$ cat src/rtl/alu_sequencer_if.sv
// ---------------------------------------------------------------------------
// alu_sequencer_if
//   Bundle of every non-clock/reset signal of the ALU sequencer.
//   master : host + combinational ALU side (drives program load, control,
//            accumulator seed and the ALU result/flags).
//   slave  : the sequencer itself.
//   Signals:
//     ld_valid/ld_ready/ld_data  program word load handshake ([7:4]=func, [3:0]=B)
//     clear, start, init_acc, stop_on_v   run control
//     busy, done, acc, flags              run status / accumulator
//     alu_a, alu_b, alu_func              operands to the ALU
//     alu_y, alu_flags                    ALU result and {Z,N,C,V}
// ---------------------------------------------------------------------------
interface alu_sequencer_if;
    logic       ld_valid;
    logic       ld_ready;
    logic [7:0] ld_data;
    logic       clear;
    logic       start;
    logic [3:0] init_acc;
    logic       stop_on_v;
    logic       busy;
    logic       done;
    logic [3:0] acc;
    logic [3:0] flags;
    logic [3:0] alu_a;
    logic [3:0] alu_b;
    logic [3:0] alu_func;
    logic [3:0] alu_y;
    logic [3:0] alu_flags;

    modport master (
        output ld_valid, ld_data, clear, start, init_acc, stop_on_v,
               alu_y, alu_flags,
        input  ld_ready, busy, done, acc, flags, alu_a, alu_b, alu_func
    );

    modport slave (
        input  ld_valid, ld_data, clear, start, init_acc, stop_on_v,
               alu_y, alu_flags,
        output ld_ready, busy, done, acc, flags, alu_a, alu_b, alu_func
    );
endinterface

$ cat src/rtl/alu_sequencer.sv
// ---------------------------------------------------------------------------
// alu_sequencer
//   Runs a short program of {func, operand} slots against an external
//   combinational 4-bit ALU: each slot does acc <= ALU(acc, operand, func).
//   Program words are loaded over a valid/ready port while idle and kept
//   across runs; start seeds the accumulator and steps through the slots,
//   two cycles per slot (ISSUE drives the ALU, CAPTURE latches its result).
//   func 4'b0111 is HALT and ends the run without touching acc/flags.
//   Ports:
//     clk    rising-edge clock
//     reset  asynchronous active-high; clears state and empties the program
//     bus    alu_sequencer_if.slave (load port, control, status, ALU bus)
// ---------------------------------------------------------------------------
module alu_sequencer #(
    parameter int DEPTH  = 8,
    parameter int ADDR_W = 3
) (
    input  logic           clk,
    input  logic           reset,
    alu_sequencer_if.slave bus
);

    localparam logic [ADDR_W:0]   DEPTH_C = (ADDR_W+1)'(DEPTH);
    localparam logic [ADDR_W:0]   CNT_ONE = (ADDR_W+1)'(1);
    localparam logic [ADDR_W-1:0] PC_ONE  = ADDR_W'(1);
    localparam logic [3:0]        HALT    = 4'b0111;

    typedef enum logic [1:0] {
        ST_IDLE,
        ST_ISSUE,
        ST_CAPTURE,
        ST_DONE
    } state_t;

    state_t            state_reg, state_next;
    logic [ADDR_W:0]   count_reg;
    logic [ADDR_W-1:0] pc_reg;
    logic [3:0]        acc_reg;
    logic [3:0]        flags_reg;
    logic [3:0]        alu_a_reg;
    logic [3:0]        alu_b_reg;
    logic [3:0]        alu_func_reg;

    // Program store; written only while idle, read through the ALU operand
    // registers so the array maps onto block RAM with a registered read.
    logic [7:0]        slot_mem [DEPTH];
    logic [ADDR_W-1:0] rd_addr;
    logic [7:0]        rd_word;

    logic              ld_ready;
    logic              load_fire;
    logic [ADDR_W-1:0] pc_inc;
    logic              last_slot;
    logic              cap_end;

    assign pc_inc    = pc_reg + PC_ONE;
    assign last_slot = ({1'b0, pc_reg} == (count_reg - CNT_ONE));
    assign cap_end   = last_slot || (bus.stop_on_v && bus.alu_flags[0]);

    // Start and clear both take priority over a load in the same cycle,
    // so ready is withheld while either is requested.
    assign ld_ready  = (state_reg == ST_IDLE) && (count_reg < DEPTH_C)
                       && !bus.start && !bus.clear;
    assign load_fire = bus.ld_valid && ld_ready;

    // Slot 0 is fetched on start; the following slot is fetched in CAPTURE.
    assign rd_addr = (state_reg == ST_CAPTURE) ? pc_inc : '0;
    assign rd_word = slot_mem[rd_addr];

    always_ff @(posedge clk) begin
        if (load_fire) begin
            slot_mem[count_reg[ADDR_W-1:0]] <= bus.ld_data;
        end
    end

    always_ff @(posedge clk or posedge reset) begin
        if (reset) begin
            state_reg <= ST_IDLE;
        end else begin
            state_reg <= state_next;
        end
    end

    always_comb begin
        state_next = state_reg;
        case (state_reg)
            ST_IDLE: begin
                if (bus.start) begin
                    state_next = (count_reg != '0) ? ST_ISSUE : ST_DONE;
                end
            end
            ST_ISSUE: begin
                state_next = (alu_func_reg == HALT) ? ST_DONE : ST_CAPTURE;
            end
            ST_CAPTURE: begin
                state_next = cap_end ? ST_DONE : ST_ISSUE;
            end
            default: begin
                state_next = ST_IDLE;
            end
        endcase
    end

    always_ff @(posedge clk or posedge reset) begin
        if (reset) begin
            count_reg    <= '0;
            pc_reg       <= '0;
            acc_reg      <= '0;
            flags_reg    <= '0;
            alu_a_reg    <= '0;
            alu_b_reg    <= '0;
            alu_func_reg <= '0;
        end else begin
            case (state_reg)
                ST_IDLE: begin
                    if (bus.start) begin
                        acc_reg   <= bus.init_acc;
                        flags_reg <= '0;
                        pc_reg    <= '0;
                        if (count_reg != '0) begin
                            alu_a_reg    <= bus.init_acc;
                            alu_b_reg    <= rd_word[3:0];
                            alu_func_reg <= rd_word[7:4];
                        end
                    end else if (bus.clear) begin
                        count_reg <= '0;
                    end else if (load_fire) begin
                        count_reg <= count_reg + CNT_ONE;
                    end
                end
                ST_ISSUE: begin
                    if (alu_func_reg == HALT) begin
                        alu_a_reg    <= '0;
                        alu_b_reg    <= '0;
                        alu_func_reg <= '0;
                    end
                end
                ST_CAPTURE: begin
                    acc_reg   <= bus.alu_y;
                    flags_reg <= bus.alu_flags;
                    if (cap_end) begin
                        alu_a_reg    <= '0;
                        alu_b_reg    <= '0;
                        alu_func_reg <= '0;
                    end else begin
                        // The next ISSUE sees the freshly captured result as A.
                        pc_reg       <= pc_inc;
                        alu_a_reg    <= bus.alu_y;
                        alu_b_reg    <= rd_word[3:0];
                        alu_func_reg <= rd_word[7:4];
                    end
                end
                default: begin
                end
            endcase
        end
    end

    assign bus.ld_ready = ld_ready;
    assign bus.busy     = (state_reg == ST_ISSUE) || (state_reg == ST_CAPTURE);
    assign bus.done     = (state_reg == ST_DONE);
    assign bus.acc      = acc_reg;
    assign bus.flags    = flags_reg;
    assign bus.alu_a    = alu_a_reg;
    assign bus.alu_b    = alu_b_reg;
    assign bus.alu_func = alu_func_reg;

endmodule

$ cat src/flat_wrapper.sv
// flat-port wrapper written by rule: the top's interface ports become plain ports
module alu_sequencer_flat 
#(
    parameter int DEPTH  = 8,
    parameter int ADDR_W = 3
)
  (clk, reset, bus_ld_valid, bus_ld_data, bus_clear, bus_start, bus_init_acc, bus_stop_on_v, bus_alu_y, bus_alu_flags, bus_ld_ready, bus_busy, bus_done, bus_acc, bus_flags, bus_alu_a, bus_alu_b, bus_alu_func);
  alu_sequencer_if bus_i ();
  input  logic clk;
  input  logic reset;
  input wire logic [$bits(bus_i.ld_valid)-1:0] bus_ld_valid;
  input wire logic [$bits(bus_i.ld_data)-1:0] bus_ld_data;
  input wire logic [$bits(bus_i.clear)-1:0] bus_clear;
  input wire logic [$bits(bus_i.start)-1:0] bus_start;
  input wire logic [$bits(bus_i.init_acc)-1:0] bus_init_acc;
  input wire logic [$bits(bus_i.stop_on_v)-1:0] bus_stop_on_v;
  input wire logic [$bits(bus_i.alu_y)-1:0] bus_alu_y;
  input wire logic [$bits(bus_i.alu_flags)-1:0] bus_alu_flags;
  output wire logic [$bits(bus_i.ld_ready)-1:0] bus_ld_ready;
  output wire logic [$bits(bus_i.busy)-1:0] bus_busy;
  output wire logic [$bits(bus_i.done)-1:0] bus_done;
  output wire logic [$bits(bus_i.acc)-1:0] bus_acc;
  output wire logic [$bits(bus_i.flags)-1:0] bus_flags;
  output wire logic [$bits(bus_i.alu_a)-1:0] bus_alu_a;
  output wire logic [$bits(bus_i.alu_b)-1:0] bus_alu_b;
  output wire logic [$bits(bus_i.alu_func)-1:0] bus_alu_func;
  assign bus_i.ld_valid = bus_ld_valid;
  assign bus_i.ld_data = bus_ld_data;
  assign bus_i.clear = bus_clear;
  assign bus_i.start = bus_start;
  assign bus_i.init_acc = bus_init_acc;
  assign bus_i.stop_on_v = bus_stop_on_v;
  assign bus_i.alu_y = bus_alu_y;
  assign bus_i.alu_flags = bus_alu_flags;
  assign bus_ld_ready = bus_i.ld_ready;
  assign bus_busy = bus_i.busy;
  assign bus_done = bus_i.done;
  assign bus_acc = bus_i.acc;
  assign bus_flags = bus_i.flags;
  assign bus_alu_a = bus_i.alu_a;
  assign bus_alu_b = bus_i.alu_b;
  assign bus_alu_func = bus_i.alu_func;
  alu_sequencer #(.DEPTH(DEPTH), .ADDR_W(ADDR_W)) u_core (.clk(clk), .reset(reset), .bus(bus_i));
endmodule
$ cat config.mk
export PLATFORM = sky130hd
export DESIGN_NAME = alu_sequencer_flat
export DESIGN_NICKNAME = d
export VERILOG_FILES = /design/src/rtl/alu_sequencer_if.sv /design/src/rtl/alu_sequencer.sv /design/src/flat_wrapper.sv
export SDC_FILE = /design/constraint.sdc
export NUM_CORES = 1
export LEC_CHECK = 0
export CAP_MARGIN = 20
export CORE_UTILIZATION = 45
export DETAILED_ROUTE_END_ITERATION = 8
export MAX_ROUTING_LAYER = met4
export PLACE_DENSITY = 0.73
export SYNTH_ARGS = -nofsm -noshare
export SYNTH_HDL_FRONTEND = slang
export SYNTH_SLANG_ARGS = --single-unit
$ cat constraint.sdc
create_clock -name clk -period 3.06 [get_ports clk]
set_input_delay 0.306 -clock clk [delete_from_list [all_inputs] [get_ports clk]]
set_output_delay 0.306 -clock clk [all_outputs]
set_load 0.005 [all_outputs]
# Word-level counts from Yosys, hierarchy flattened
# Memories as Yosys holds them, arrays and structs flattened.
# Cells that the tools add are included.
# W data, S select, Z words.
dict set report totals {
  mem_bits_rw 64
  inputBits 26
  mem_bits_ro 0
  n_memories 1
  word_cells 71
  latch_bits 0
  regBits 29
  output_inout_bits 23
}
# memory words width read_ports rd_clocked_by_memory_dff write_ports line
set memory_table {}
lappend memory_table {u_core.slot_mem 8 8 1 0 1 alu_sequencer.sv:46} ;# logic [7:0] slot_mem [DEPTH];
dict set report op_classes {
  n_eq_ne 9
  n_shift 0
  muxes 30
  n_div 0
  n_lt_le_gt_ge 1
  addsub 3
  n_bitwise 1
  n_reduce_logical 18
  multipliers 0
}
# operator count
set op_table {}
lappend op_table {{$mux W4} 14}
lappend op_table {{$pmux W4 S3} 3}
lappend op_table {{$pmux W4 S2} 2}
lappend op_table {{$mux W3} 3}
lappend op_table {{$mux W2} 3}
lappend op_table {{$ne A2 B2 Y1 const B} 3}
lappend op_table {{$pmux W2 S3} 1}
lappend op_table {{$pmux W3 S2} 1}
lappend op_table {{$reduce_and A3 Y1} 2}
lappend op_table {{$logic_and A1 B1 Y1} 5}
lappend op_table {{$add A4 B1 Y4 const B} 1}
lappend op_table {{$eq A2 B2 Y1 const B} 2}
lappend op_table {{$eq A3 B4 Y1} 1}
lappend op_table {{$eq A4 B3 Y1 const B} 1}
lappend op_table {{$lt A4 B4 Y1 const B} 1}
lappend op_table {{$reduce_and A4 Y1} 1}
lappend op_table {{$reduce_bool A2 Y1} 2}
lappend op_table {{$reduce_bool A4 Y1} 1}
lappend op_table {{$sub A4 B1 Y4 const B} 1}
lappend op_table {{$add A3 B1 Y3 const B} 1}
lappend op_table {{$mux W1} 3}
lappend op_table {{$reduce_bool A3 Y1} 1}
lappend op_table {{$eq A2 B1 Y1 const B} 1}
lappend op_table {{$logic_not A1 Y1} 2}
lappend op_table {{5 further kinds} 6}

# Depth between registers and ports, before layout
# Gate-level depths: netlist of run 1.
dict set report depth {
  depth_word 7
  mapped_depth 9
}

# Worst setup path after synthesis of run 1
# OpenSTA, ideal clock, no wires.
dict set report synth_timing {
  kind {register to register}
  startpoint {register u_core.state_reg[0]}
  endpoint {memory u_core.slot_mem[0][0] (enable)}
  arrival_ns 1.883
  stages_incl_launch_ff 9
  slack_ns 0.793
  t_required_ns 2.677
  setup_ns 0.383
  n_path_buf 1
  synth_period_minus_slack_ns 2.267
  path_cell_list {dfrtp_1 > inv_1 > ha_1 > clkbuf_1 > nand2b_1 > nor2_1 > and2_1 > nand2_1 > nor3_1}
}
dict set report synth_between {
  elab_chain_cells 7
}
# item line
set synth_lines {}
lappend synth_lines {{from (decl)} alu_sequencer.sv:35} ;# state_t state_reg, state_next;
lappend synth_lines {{from (signal assigned)} alu_sequencer.sv:80} ;# state_reg <= state_next;
lappend synth_lines {{$logic_not A2 Y1} alu_sequencer.sv:62} ;# assign ld_ready = (state_reg == ST_IDLE) && (count_reg < DEPTH_C)
lappend synth_lines {{$logic_and A1 B1 Y1} alu_sequencer.sv:62}
lappend synth_lines {{$logic_and A1 B1 Y1 (2 in series)} alu_sequencer.sv:63} ;# && !bus.start && !bus.clear;
lappend synth_lines {{$logic_and A1 B1 Y1} alu_sequencer.sv:64} ;# assign load_fire = bus.ld_valid && ld_ready;
lappend synth_lines {{$mux W1} alu_sequencer.sv:71} ;# if (load_fire) begin
lappend synth_lines {{$mux W1 (not written as such)} alu_sequencer.sv:72} ;# slot_mem[count_reg[ADDR_W-1:0]] <= bus.ld_data;
lappend synth_lines {{to (decl)} alu_sequencer.sv:46}
# Every way passes these cells.

# Worst setup path after layout of run 1
dict set report layout_timing {
  startpoint {register u_core.pc_reg[1]}
  endpoint {register u_core.alu_func_reg[2], in the netlist u_core.bus.alu_func[2]}
}
dict set report layout_between {
  elab_chain_cells 6
  word_cells_on_any_way 9
}
# item line
set layout_lines {}
lappend layout_lines {{from (decl)} alu_sequencer.sv:37} ;# logic [ADDR_W-1:0] pc_reg;
lappend layout_lines {{from (signal assigned)} alu_sequencer.sv:147} ;# pc_reg <= pc_inc;
lappend layout_lines {{$add A3 B1 Y3} alu_sequencer.sv:56} ;# assign pc_inc = pc_reg + PC_ONE;
lappend layout_lines {{$mux W3} alu_sequencer.sv:67} ;# assign rd_addr = (state_reg == ST_CAPTURE) ? pc_inc : '0;
lappend layout_lines {{$mem_v2 Z8 W8} -}
lappend layout_lines {{$mux W4} alu_sequencer.sv:120} ;# if (count_reg != '0) begin
lappend layout_lines {{$mux W4} alu_sequencer.sv:116} ;# if (bus.start) begin
lappend layout_lines {{$pmux W4 S3 (*)} alu_sequencer.sv:114} ;# case (state_reg)
lappend layout_lines {{to (signal assigned)} alu_sequencer.sv:123} ;# alu_func_reg <= rd_word[7:4];
lappend layout_lines {{to (signal assigned)} alu_sequencer.sv:150} ;# alu_func_reg <= rd_word[7:4];
lappend layout_lines {{to (decl)} alu_sequencer.sv:42} ;# logic [3:0] alu_func_reg;
# Every way passes the cells marked *; elsewhere a longest branch is shown, timed or not. The select of a mux whose other input is x is not followed.
# A chain may end at the register's enable or synchronous reset.

==> results of run 1 <==
-- power breakdown --
group | internal, mW | leakage, nW | switching [mW]
combinational | 0.836 | 0.733 | 0.942
sequential | 1.52 | 0.944 | 0.132
clock | 0.389 | 0.100 | 0.452
total | 2.75 | 1.78 | 1.53
-- placed cells by master (no fill, tap or decap), types with 11 or more instances in the layout --
master,count
clkdlybuf4s50_1,48
inv_1,11
dfrtp_1,29
a221oi_1,16
nor2_1,19
nand2_1,19
a31oi_1,11
mux2i_1,16
a22o_1,21
edfxtp_1,64
-- per-layer routing --
| metal | global-route usage (%) | vias up | routed length, microns |
|---|---|---|---|
| li1 | - | 1266 | - |
| met1 | 26.3 | 1346 | 3910 |
| met2 | 32.9 | 102 | 4460 |
| met3 | 4.32 | 20 | 550 |
| met4 | 8.82 | 0 | 244 |
| met5 | - | - | 0 |
-- worst min-delay path: stages --
cell	delay, ps
clkdlybuf4s50_1	390
inv_1	50
buf_4	340
-- stage by stage --
step                instances  util (%)  total power, mW  hold WS, ps  worst slack, ps
floorplan                 301         -             2.83          384              793
global route              464      55.5             4.54          332              433
detailed placement        448      53.2             3.46          474              605
CTS                       464      55.5             4.30          300              568
finish                    464      55.5             4.28          292              585
global placement          448      53.2             3.42          465              646
-- worst max-delay path by stage --
| stage | slack, ps | end | from | cells past startpoint |
|---|---|---|---|---|
| floorplan | 790 | u_core.slot_mem[0][0]$_DFFE_PP_ | u_core.state_reg[0]$_DFFE_PP0P_ | 8 |
| global placement | 650 | u_core.slot_mem[5][3]$_DFFE_PP_ | bus_start | 6 |
| detailed placement | 610 | u_core.bus.alu_func[2]$_DFFE_PP0P_ | u_core.pc_reg[1]$_DFFE_PP0P_ | 6 |
| CTS | 570 | bus_ld_ready | u_core.state_reg[0]$_DFFE_PP0P_ | 6 |
| global route | 430 | u_core.bus.alu_func[2]$_DFFE_PP0P_ | u_core.pc_reg[1]$_DFFE_PP0P_ | 6 |
| finish | 580 | u_core.bus.alu_func[2]$_DFFE_PP0P_ | u_core.pc_reg[1]$_DFFE_PP0P_ | 6 |
-- area by class of cell --
| cell class | count | share of cell area (%) |
|---|---|---|
| flip-flops and latches | 93 | 54.5 |
| multi-input cells | 181 | 26.8 |
| repair buffers | 55 | 11.0 |
| well taps | 108 | 2.78 |
| clock buffers | 9 | 2.55 |
| clock inverters | 7 | 1.62 |
| inverters | 11 | 0.849 |
-- cell families (layout without fill, tap and decap cells) --
logic type | count (synthesis) | count (layout) | synth area share [%]
flip-flops | 93 | 93 | 64.8
AO/OA/AOI/OAI | 84 | 84 | 15.4
AND/OR/NAND/NOR | 69 | 69 | 8.83
buffers and inverters | 27 | 82 | 3.25
multiplexers | 16 | 16 | 3.92
adder cells (fa/ha/maj) | 7 | 7 | 2.15
XOR/XNOR | 5 | 5 | 1.59
==> results.sh, run 1 <==
export IMPL_r2r_slack_ps=580
export IMPL_routed_wl_microns=9170
export IMPL_top_level_ports=49
export IMPL_cp_max_fo=12
export IMPL_synthTopCellsByArea="edfxtp_1 (47%), dfrtp_1 (18%), a22o_1 (4.5%), mux2i_1 (3.9%), a221oi_1 (3.4%)"
export IMPL_grt_max_degree=38
export IMPL_finalWeightedCongestion=0.836
export IMPL_synth_top_area_share_pct=47.1
export IMPL_cts_resized=0
export IMPL_cts_setup_buffers=0
export IMPL_hold_buffers=0
export IMPL_core_sq_um=8760
export IMPL_async_flop_share_pct=31.2
export IMPL_yosysMostFrequentCell="edfxtp_1"
export IMPL_fin_area_sq_um=4860
export IMPL_drv_cap=0
export IMPL_synthToLayoutAreaGrowth_pct=19.1
export IMPL_synth_area_sq_um=4080
export IMPL_slowest_stage="ha_1"
export IMPL_dp_hpwl_microns=6360
export IMPL_grt_pass1_wl_microns=14600
export IMPL_irDropWorstVdd_mv=0.267
export IMPL_cts_root_buf="clkbuf_8"
export IMPL_vias_per_cell=5.89
export IMPL_synth_largest_area_cell="edfxtp_1"
export IMPL_fmax_mhz=404
export IMPL_drive_gt1_share_pct=9.27
export IMPL_rsz0062_at_grt="false"
export IMPL_synth_ff_type="edfxtp_1"
export IMPL_critical_path_arrival_ps=2790
export IMPL_reg2reg_to="u_core.bus.alu_func[2]$_DFFE_PP0P_"
export IMPL_fin_nets=384
export IMPL_routedWlPerCell_microns=19.8
export IMPL_dpl_instance_area_sq_um=4660
export IMPL_diodes=0
export IMPL_finalClockSkew_ps=20.7
export IMPL_first_global_vias=2657
export IMPL_synth_common_cells="edfxtp_1 (64), dfrtp_1 (29), a22o_1 (21)"
export IMPL_grt_total_usage_pct=20.8
export IMPL_cp_slowest_stage_delay_ps=560
export IMPL_synth_cells=301
export IMPL_regArea_sq_um=2650
export IMPL_fin_crit_sh_pct=80.9
export IMPL_grt_antenna_before_repair=0
export IMPL_multi_input_area_sq_um=1300
export IMPL_path_class="flip-flop to flip-flop"
export IMPL_path_buf_inv=0
export IMPL_hold_viol_final=0
export IMPL_min_period_ps=2480
export IMPL_cpMostUsedCell="a221oi_1"
export IMPL_dieArea_sq_um=9460
export IMPL_globalRouteOverflowTotal=0
export IMPL_finalSetupViolations=0
export IMPL_cp_end_kind="flip-flop"
export IMPL_critPathLaunchType="flip-flop"
export IMPL_htreeDepth=3
export IMPL_hold_path_class="input port to asynchronous set/reset pin"
export IMPL_vias=2734
export IMPL_die_x_microns=97.3
export IMPL_path_cells="ha_1 -> nand2_1 -> nor2_1 -> a221oi_1 -> a221oi_1 -> a22o_1"
export IMPL_clock_sinks=93
export IMPL_drc_errors=0
export IMPL_clk_pin_slew_ps=100
export IMPL_largest_reg_flops=64
export IMPL_required_ps=3380
export IMPL_critical_path_top_delay_family="compound AO/OA/AOI/OAI gates"
export IMPL_cts_buffers=9
export IMPL_reg2reg_depth=6
export IMPL_fp_dieH_microns=97.3
export IMPL_max_slew_margin_rel_pct=44.4
export IMPL_setup_tns_final_ps=0
export IMPL_synth_area_per_cell_sq_um=13.6
export IMPL_final_max_slew_viol_count=0
export IMPL_r2r_start="u_core.pc_reg[1]$_DFFE_PP0P_"
export IMPL_ys_warn_count=0
export IMPL_drt_iter0_drc=138
export IMPL_status="complete, no violations"
export IMPL_seq_area_frac_synth_pct=64.8
export IMPL_fillers=718
export IMPL_synth_nets=334
export IMPL_powerDensity_nw_per_um2=879
export IMPL_p_leak_nw=1.78
export IMPL_portBuffers=48
export IMPL_cts_tree="built"
export IMPL_ys_ff_latch=93
export IMPL_synth_distinct_cells=45
export IMPL_ctsLongestPathBuffers=2
export IMPL_synth_edf_count=64
export IMPL_first_pass_iters=5
export IMPL_initial_core_util_pct=46.6
export IMPL_clk_latency_ps=370
export IMPL_worst_pin_slew_ps=828
export IMPL_core_rowCount=34
export IMPL_ant_nets=0
No activity file was read; power rests on OpenSTA's default activity.
==> run 2, diff against run 1 <==
--- a/config.mk
+++ b/config.mk
@@ -9,7 +9,7 @@
 export CORE_UTILIZATION = 45
 export DETAILED_ROUTE_END_ITERATION = 8
 export MAX_ROUTING_LAYER = met4
-export PLACE_DENSITY = 0.73
+export PLACE_DENSITY = 0.75
 export SYNTH_ARGS = -nofsm -noshare
 export SYNTH_HDL_FRONTEND = slang
 export SYNTH_SLANG_ARGS = --single-unit
==> constraint.sdc (replaced) <==
create_clock -name clk -period 2.05 [get_ports clk]
set_input_delay 0.205 -clock clk [delete_from_list [all_inputs] [get_ports clk]]
set_output_delay 0.205 -clock clk [all_outputs]
set_load 0.005 [all_outputs]
==> results.sh, run 2 (same netlist as run 1, synthesis figures left out) <==
export IMPL_status="complete, no violations"
export IMPL_fin_nets=401
export IMPL_dieArea_sq_um=9460
export IMPL_irDropWorstVdd_mv=0.563
export IMPL_dp_cells=463
export IMPL_critical_path_arrival_ps=2260
export IMPL_critPathLaunchType="flip-flop"
export IMPL_reg2reg_depth=6
export IMPL_power_mw=6.75
export IMPL_worst_pin_slew_ps=476
export IMPL_final_max_slew_viol_count=0
export IMPL_globalRouteOverflowTotal=0
export IMPL_stdcell_count=481
export IMPL_hold_viol_final=0
export IMPL_fp_dieH_microns=97.3
export IMPL_p_comb_share_pct=43.6
export IMPL_rsz0062_at_grt="true"
export IMPL_power_share_switching_pct=34.6
export IMPL_grt_pass1_wl_microns=14600
export IMPL_first_pass_iters=4
export IMPL_die_x_microns=97.3
export IMPL_clock_sinks=93
export IMPL_finalWeightedCongestion=0.841
export IMPL_r2r_start="u_core.pc_reg[0]$_DFFE_PP0P_"
export IMPL_vias=2796
export IMPL_grt_total_usage_pct=21.1
export IMPL_cts_root_buf="clkbuf_8"
export IMPL_ant_nets=0
export IMPL_dpl_instance_area_sq_um=4780
export IMPL_initial_core_util_pct=46.6
export IMPL_powerDensity_nw_per_um2=1320
export IMPL_drv_cap=0
export IMPL_clk_latency_ps=360
export IMPL_diodes=0
export IMPL_cp_end_kind="flip-flop"
export IMPL_hold_buffers=0
export IMPL_p_sw_mw=2.33
export IMPL_grt_max_degree=38
export IMPL_htreeDepth=3
export IMPL_core_sq_um=8760
export IMPL_cp_startpoint="u_core.pc_reg[0]$_DFFE_PP0P_"
export IMPL_drc_errors=0
export IMPL_required_ps=2350
export IMPL_finalSetupViolations=0
export IMPL_fin_area_sq_um=5090
export IMPL_place_ws_ps=-116
export IMPL_p_seq_share_pct=36.3
export IMPL_setup_tns_final_ps=0
export IMPL_largest_reg_flops=64
export IMPL_p_clk_share_pct=20.0
export IMPL_timing_final_ws_setup_ps=97.1
export IMPL_hold_path_class="input port to asynchronous set/reset pin"
export IMPL_ctsLongestPathBuffers=2
export IMPL_cts_tree="built"
export IMPL_finalClockSkew_ps=11.9
export IMPL_min_period_ps=1950
export IMPL_dp_hpwl_microns=6090
export IMPL_core_rowCount=34
export IMPL_path_class="flip-flop to flip-flop"
export IMPL_cts_buffers=9
export IMPL_routed_wl_microns=9310
export IMPL_grt_antenna_before_repair=0
export IMPL_final_common_cell="edfxtp_1"
export IMPL_max_slew_margin_rel_pct=68.2
export IMPL_final_cell_mix="edfxtp_1 (64), clkdlybuf4s50_1 (47), dfrtp_1 (29), buf_4 (23), a22o_1 (21)"
export IMPL_fin_crit_sh_pct=95.3
export IMPL_first_global_vias=2902
export IMPL_drt_iter0_drc=136
export IMPL_cp_max_fo=12
export IMPL_vias_per_cell=5.81
export IMPL_portBuffers=48
export IMPL_holdWs_ps=223
export IMPL_final_util_pct=58.1
export IMPL_drive_gt1_share_pct=16.9
export IMPL_fillers=695
export IMPL_clk_pin_slew_ps=100
export IMPL_fmax_mhz=512
export IMPL_routedWlPerCell_microns=19.3
export IMPL_p_int_mw=4.41
export IMPL_top_level_ports=49
export IMPL_p_leak_nw=1.92
export IMPL_synthToLayoutAreaGrowth_pct=24.7
[run 2: routing by layer]
metal	GRT usage [%]	wire (microns)	vias to the layer above	share of wire, %
met5	-	0	-	0
met4	8.26	173	0	1.9
met3	6.33	620	14	6.7
met2	34.2	4610	106	50
met1	24.7	3900	1369	42
li1	-	-	1307	-
[run 2: final cells by class]
type / count / area, sq um / share of cell area (%)
inverter: 11 / 45.0 / 0.885
multi-input combinational: 181 / 1380 / 27.0
tap: 108 / 135 / 2.65
sequential: 93 / 2650 / 52.0
timing repair buffer: 72 / 667 / 13.1
clock inverter: 7 / 97.6 / 1.92
clock buffer: 9 / 124 / 2.43
[run 2: worst paths after layout]
check,slack [ps],to
min reg2reg,480,u_core.bus.alu_a[1]$_DFFE_PP0P_
max reg2reg,100,u_core.bus.alu_func[2]$_DFFE_PP0P_
min in group clk,440,u_core.bus.flags[3]$_DFFE_PP0P_
max,100,u_core.bus.alu_func[2]$_DFFE_PP0P_
max in group asynchronous,1540,u_core.bus.alu_b[0]$_DFFE_PP0P_
min,220,u_core.bus.alu_b[1]$_DFFE_PP0P_
[run 2: timing repair]
item / CTS / global route
setup endpoints to repair: 9 / 17
setup buffers: 2 / 0
pin swaps: 0 / 1
endpoints found under the hold margin: 0 / 0
gates resized for setup: 4 / 11
[run 2: worst max-delay path, cell delays in order, from the launching register on]
cell and delay [ps]:
dfrtp_1 430, ha_4 370, nand2_1 110, nor2_2 390, a221oi_1 170, a221oi_1 250
a22o_1 170
[run 2: power by group through the flow]
| stage | clock (mW) | sequential (mW) | combinational (mW) |
|---|---|---|---|
| after floorplan | 0 | 2.48 | 1.75 |
| final | 1.35 | 2.45 | 2.94 |
| after detailed placement | 0 | 2.49 | 2.74 |
| after CTS | 1.38 | 2.44 | 2.82 |
| after global placement | 0 | 2.47 | 2.68 |
| after global routing | 1.44 | 2.48 | 3.21 |
